## config.mk

```make
export PLATFORM = sky130hd
export DESIGN_NAME = tt_logic_combiner
export DESIGN_NICKNAME = d
export VERILOG_FILES = /design/src/rtl/tt_logic_combiner.sv
export SDC_FILE = /design/constraint.sdc
export NUM_CORES = 1
export LEC_CHECK = 0
export CORE_UTILIZATION = 40
export DETAILED_ROUTE_END_ITERATION = 6
export DONT_BUFFER_PORTS = 1
export HOLD_SLACK_MARGIN = 0.15
export PLACE_DENSITY = 0.55
export SLEW_MARGIN = 20
export SYNTH_ARGS = -nofsm -noshare
export SYNTH_HDL_FRONTEND = slang
export SYNTH_SLANG_ARGS = --single-unit
```

## constraint.sdc

```tcl
create_clock -name clk -period 4.75 [get_ports clk]
set_input_delay 0.2375 -clock clk [delete_from_list [all_inputs] [get_ports clk]]
set_output_delay 0.2375 -clock clk [all_outputs]
set_load 0.02 [all_outputs]
```

## src/rtl/tt_logic_combiner.sv

```systemverilog
// tt_logic_combiner: N-channel synchronise + debounce front end feeding a
// run-time selectable combine (OR/AND/XOR/majority), registered output,
// rising-edge pulse and saturating rising-edge counter.

// Per-channel two-flop synchroniser and debounce filter.
module tt_logic_combiner_lane #(
  parameter int DB_CYCLES = 4
) (
  input  logic clk,
  input  logic rst,
  input  logic in_raw,
  output logic deb
);
  localparam int DCW = $clog2(DB_CYCLES) + 1;

  logic           s1_q, s1_d;
  logic           s2_q, s2_d;
  logic           deb_q, deb_d;
  logic [DCW-1:0] dc_q, dc_d;

  // Sync chain, then accept s2 only after it has differed from deb for DB_CYCLES evaluations.
  always_comb begin
    s1_d  = in_raw;
    s2_d  = s1_q;
    deb_d = deb_q;
    dc_d  = dc_q;
    if (s2_q == deb_q) begin
      dc_d = '0;
    end else if (dc_q == DCW'(DB_CYCLES - 1)) begin
      deb_d = s2_q;
      dc_d  = '0;
    end else begin
      dc_d = dc_q + DCW'(1);
    end
  end

  // Channel state registers.
  always_ff @(posedge clk or posedge rst) begin
    if (rst) begin
      s1_q  <= 1'b0;
      s2_q  <= 1'b0;
      deb_q <= 1'b0;
      dc_q  <= '0;
    end else begin
      s1_q  <= s1_d;
      s2_q  <= s2_d;
      deb_q <= deb_d;
      dc_q  <= dc_d;
    end
  end

  assign deb = deb_q;
endmodule

module tt_logic_combiner #(
  parameter int N_IN      = 8,
  parameter int DB_CYCLES = 4,
  parameter int CNT_W     = 8
) (
  input  logic             clk,
  input  logic             rst,
  input  logic [N_IN-1:0]  in,
  input  logic [N_IN-1:0]  mask,
  input  logic [1:0]       mode,
  input  logic             cnt_clr,
  output logic             out,
  output logic             rise,
  output logic [CNT_W-1:0] count,
  output logic [N_IN-1:0]  stable
);
  localparam int PW = $clog2(N_IN + 1) + 1;
  localparam logic [CNT_W-1:0] CNT_MAX = '1;

  logic [N_IN-1:0] deb;
  logic [N_IN-1:0] m;
  logic [PW-1:0]   pc_m, pc_k;
  logic            comb;

  for (genvar g = 0; g < N_IN; g++) begin : g_lane
    tt_logic_combiner_lane #(.DB_CYCLES(DB_CYCLES)) u_lane (
      .clk    (clk),
      .rst    (rst),
      .in_raw (in[g]),
      .deb    (deb[g])
    );
  end

  assign m = deb & mask;

  // Popcounts of active channels and of enabled channels for majority.
  always_comb begin
    pc_m = '0;
    pc_k = '0;
    for (int i = 0; i < N_IN; i++) begin
      pc_m = pc_m + PW'(m[i]);
      pc_k = pc_k + PW'(mask[i]);
    end
  end

  // Combine function; masked-off channels are transparent to AND and absent elsewhere.
  always_comb begin
    comb = 1'b0;
    case (mode)
      2'd0:    comb = |m;
      2'd1:    comb = &(deb | ~mask);
      2'd2:    comb = ^m;
      default: comb = ({pc_m, 1'b0} > {1'b0, pc_k});
    endcase
  end

  logic             out_q, out_d;
  logic             rise_q, rise_d;
  logic [CNT_W-1:0] count_q, count_d;

  // Next output, edge pulse and saturating counter; clear wins over a pending rise.
  always_comb begin
    out_d   = comb;
    rise_d  = comb & ~out_q;
    count_d = count_q;
    if (cnt_clr)
      count_d = '0;
    else if (rise_q && (count_q != CNT_MAX))
      count_d = count_q + CNT_W'(1);
  end

  // Output registers.
  always_ff @(posedge clk or posedge rst) begin
    if (rst) begin
      out_q   <= 1'b0;
      rise_q  <= 1'b0;
      count_q <= '0;
    end else begin
      out_q   <= out_d;
      rise_q  <= rise_d;
      count_q <= count_d;
    end
  end

  assign out    = out_q;
  assign rise   = rise_q;
  assign count  = count_q;
  assign stable = deb;
endmodule

```

==> results.ini <==
[placement]
dp_hpwl_mm=3.48
portBuffers=0
gp_congestion=0.787
placed_cells=327

[power_and_ir_drop]
vdd_drop_max_uv=271
p_per_area_mw_per_mm2=581
power_leakage_nw=1.59

[detailed_routing]
dr.pass1.iters=4
drt-total-wl_mm=4.77
drc=0
via_per_inst=4.80
drtIter0Drc=67
route.detailed.wl_per_inst_um=13.5
antenna_left=0
vias=1700

[clock_tree]
cts_sinks=58
numCtsBuffers=9
cts_resized=0
cts_max_level=3
cts.clk_slew.worst_paths_ns=0.07
clkLatencyLatePin_ns=0.34
cts_tree=done
root_buffer=clkbuf_8
cts_buffer_depth=2

[cells_and_area]
final_cell_count_no_fill=354
diodes=0
nets=305
area_growth_pct=14.9
drive_gt1_share_pct=11.6

[critical_path]
path_max_fanout=5
crit_type=reg -> reg
required_ns=4.96
critPathArrivalTime_ns=4.30
cp-start-kind=register
reg2regPathDepth=14
cp-end-kind=register

[synthesis]
synthesis.area_mm2=0.00286
async_reset_ff_share_pct=100
synth_flop_cell=dfrtp_1
ys_types=38
ys_warn_count=0
synth_edf_count=0
synth_seq_cells=58
postSynthCellCount=239
synth_area_per_cell_um2=12.0
synth-seq-area-share_pct=50.7
synth_fp_nets=291

[die]
die_w_um=86.6
initial_core_util_pct=41.7
die-area_mm2=0.00750
die_h_um=86.6
coreArea_mm2=0.00687
io_pins=39
placementRows=30

[global_routing]
grt.total_usage_pct=15.3
grt_max_degree=59
antenna_found_initial=0
gr-total-overflow=0
grt_pass1_vias=1791
grt_pass1_wl_mm=8.36

[timing]
tns_ns=0
min_period_ns=4.09
rsz0062_at_grt=false
finalHoldViolations=0
final.period_utilization_pct=86.1
slew_violations=0
relSlewSlack_pct=51.8
worst_pin_slew_ns=0.722
skew_ns=0.00708
fmax_ghz=0.244
setup_viol=0

[worst_hold_path]
hold_path_depth=3
min_path_type=in -> reg

[run]
drv_cap=0

[run_status]
status=complete, no violations

-- final cells by class --
cell class | count | area (µm²)
multi-input combinational | 148 | 1260
clock buffer | 11 | 151
clock inverter | 5 | 100
sequential | 58 | 1450
fill | 638 | 3580
tap | 96 | 120
inverter | 24 | 90.1
timing repair buffer | 12 | 118
-- flip-flops by register name, indices dropped and copies added, names as in the netlist --
register / count
g_lane.u_lane.dc_q: 24
count: 8
g_lane.u_lane.deb: 8
g_lane.u_lane.s1_q: 8
g_lane.u_lane.s2_q: 8
out: 1
rise: 1
-- report_power, final --
part	switching, mW	leakage, nW	total, mW	internal (mW)
registers	0.159	0.737	0.760	0.601
logic	0.282	0.723	0.583	0.301
clock network	0.191	0.129	0.566	0.375
total	0.632	1.59	1.91	1.28
-- cell usage after synthesis, drive strengths merged, types with 6 or more instances --
cell type	count	share of area, %
a21oi	6	1.0
buf	9	2.2
dfrtp	58	51
fa	8	5.6
ha	23	10
inv	24	3.1
mux2	8	3.1
nand2	16	2.1
nor2b	10	2.2
nor3	8	1.4
nor3b	14	3.7
xnor2	12	3.7
-- stage by stage --
step                setup WS (ns)  cell area, µm²  hold WS [ns]  power (mW)  utilization (%)
floorplan                   0.917            2860         0.269        1.27                -
global placement            0.729            2930         0.269        1.34             42.6
detailed placement          0.652            2930         0.269        1.36             42.6
CTS                         0.642            3290         0.181        1.94             47.9
global route                0.421            3290         0.211        2.08             47.9
finish                      0.660            3290         0.205        1.91             47.9
-- worst max-delay path: stages, from the launching register on --
cell      delay, ns
dfrtp_1        0.49
and2_1         0.24
fa_1           0.55
inv_1          0.06
fa_1           0.53
inv_1          0.05
fa_1           0.47
ha_1           0.24
fa_1           0.38
xor2_1         0.16
ha_1           0.21
a211o_1        0.26
o211ai_1       0.10
a22o_1         0.17
nand3_1        0.07
-- routing by layer --
metal	track usage, %	wire, µm	share of wire (%)	up-vias
li1	-	-	-	826
met1	18.7	2220	47	827
met2	23.0	2170	46	43
met3	8.57	331	6.9	4
met4	5.00	46	0.97	0
met5	0	0	0	-
-- layout by cell type (no fill, tap or decap), types with 6 or more instances in the layout --
master         instances
dfrtp_1               58
inv_1                 23
ha_1                  23
nand2_1               16
nor3b_1               14
xnor2_1               12
clkbuf_8              11
dlygate4sd3_1         11
nor2b_1               10
mux2_2                 8
nor3_1                 8
fa_1                   8
a21oi_1                6
-- kinds of logic (layout without fill, tap and decap cells) --
kind of cell	count (synthesis)	after routing	synth area share (%)
flip-flops	58	58	50.7
XOR/XNOR	15	15	4.59
AND/OR/NAND/NOR	70	70	14.0
buffers and inverters	33	52	5.38
adder cells (fa/ha/maj)	31	31	15.7
AO/OA/AOI/OAI	23	23	6.17
multiplexers	9	9	3.50
-- repair_timing --
item                      CTS  global route
hold endpoints to repair   76             0
setup buffers               0             0
hold buffers               11             0
-- worst paths after layout --
kind,from,endpoint,slack (ns)
worst max-delay path,g_lane[0].u_lane.deb$_DFFE_PP0P_,out$_DFF_PP0_,0.66
worst min-delay path,mode[1],rise$_DFF_PP0_,0.21
worst max register to register,g_lane[0].u_lane.deb$_DFFE_PP0P_,out$_DFF_PP0_,0.66
worst min register to register,g_lane[4].u_lane.s1_q$_DFF_PP0_,g_lane[4].u_lane.s2_q$_DFF_PP0_,0.34
max in group asynchronous,rst,g_lane[6].u_lane.s2_q$_DFF_PP0_,3.70
min in group asynchronous,rst,g_lane[3].u_lane.dc_q[0]$_DFF_PP0_,0.57
Power figures use the tool's default switching activity.
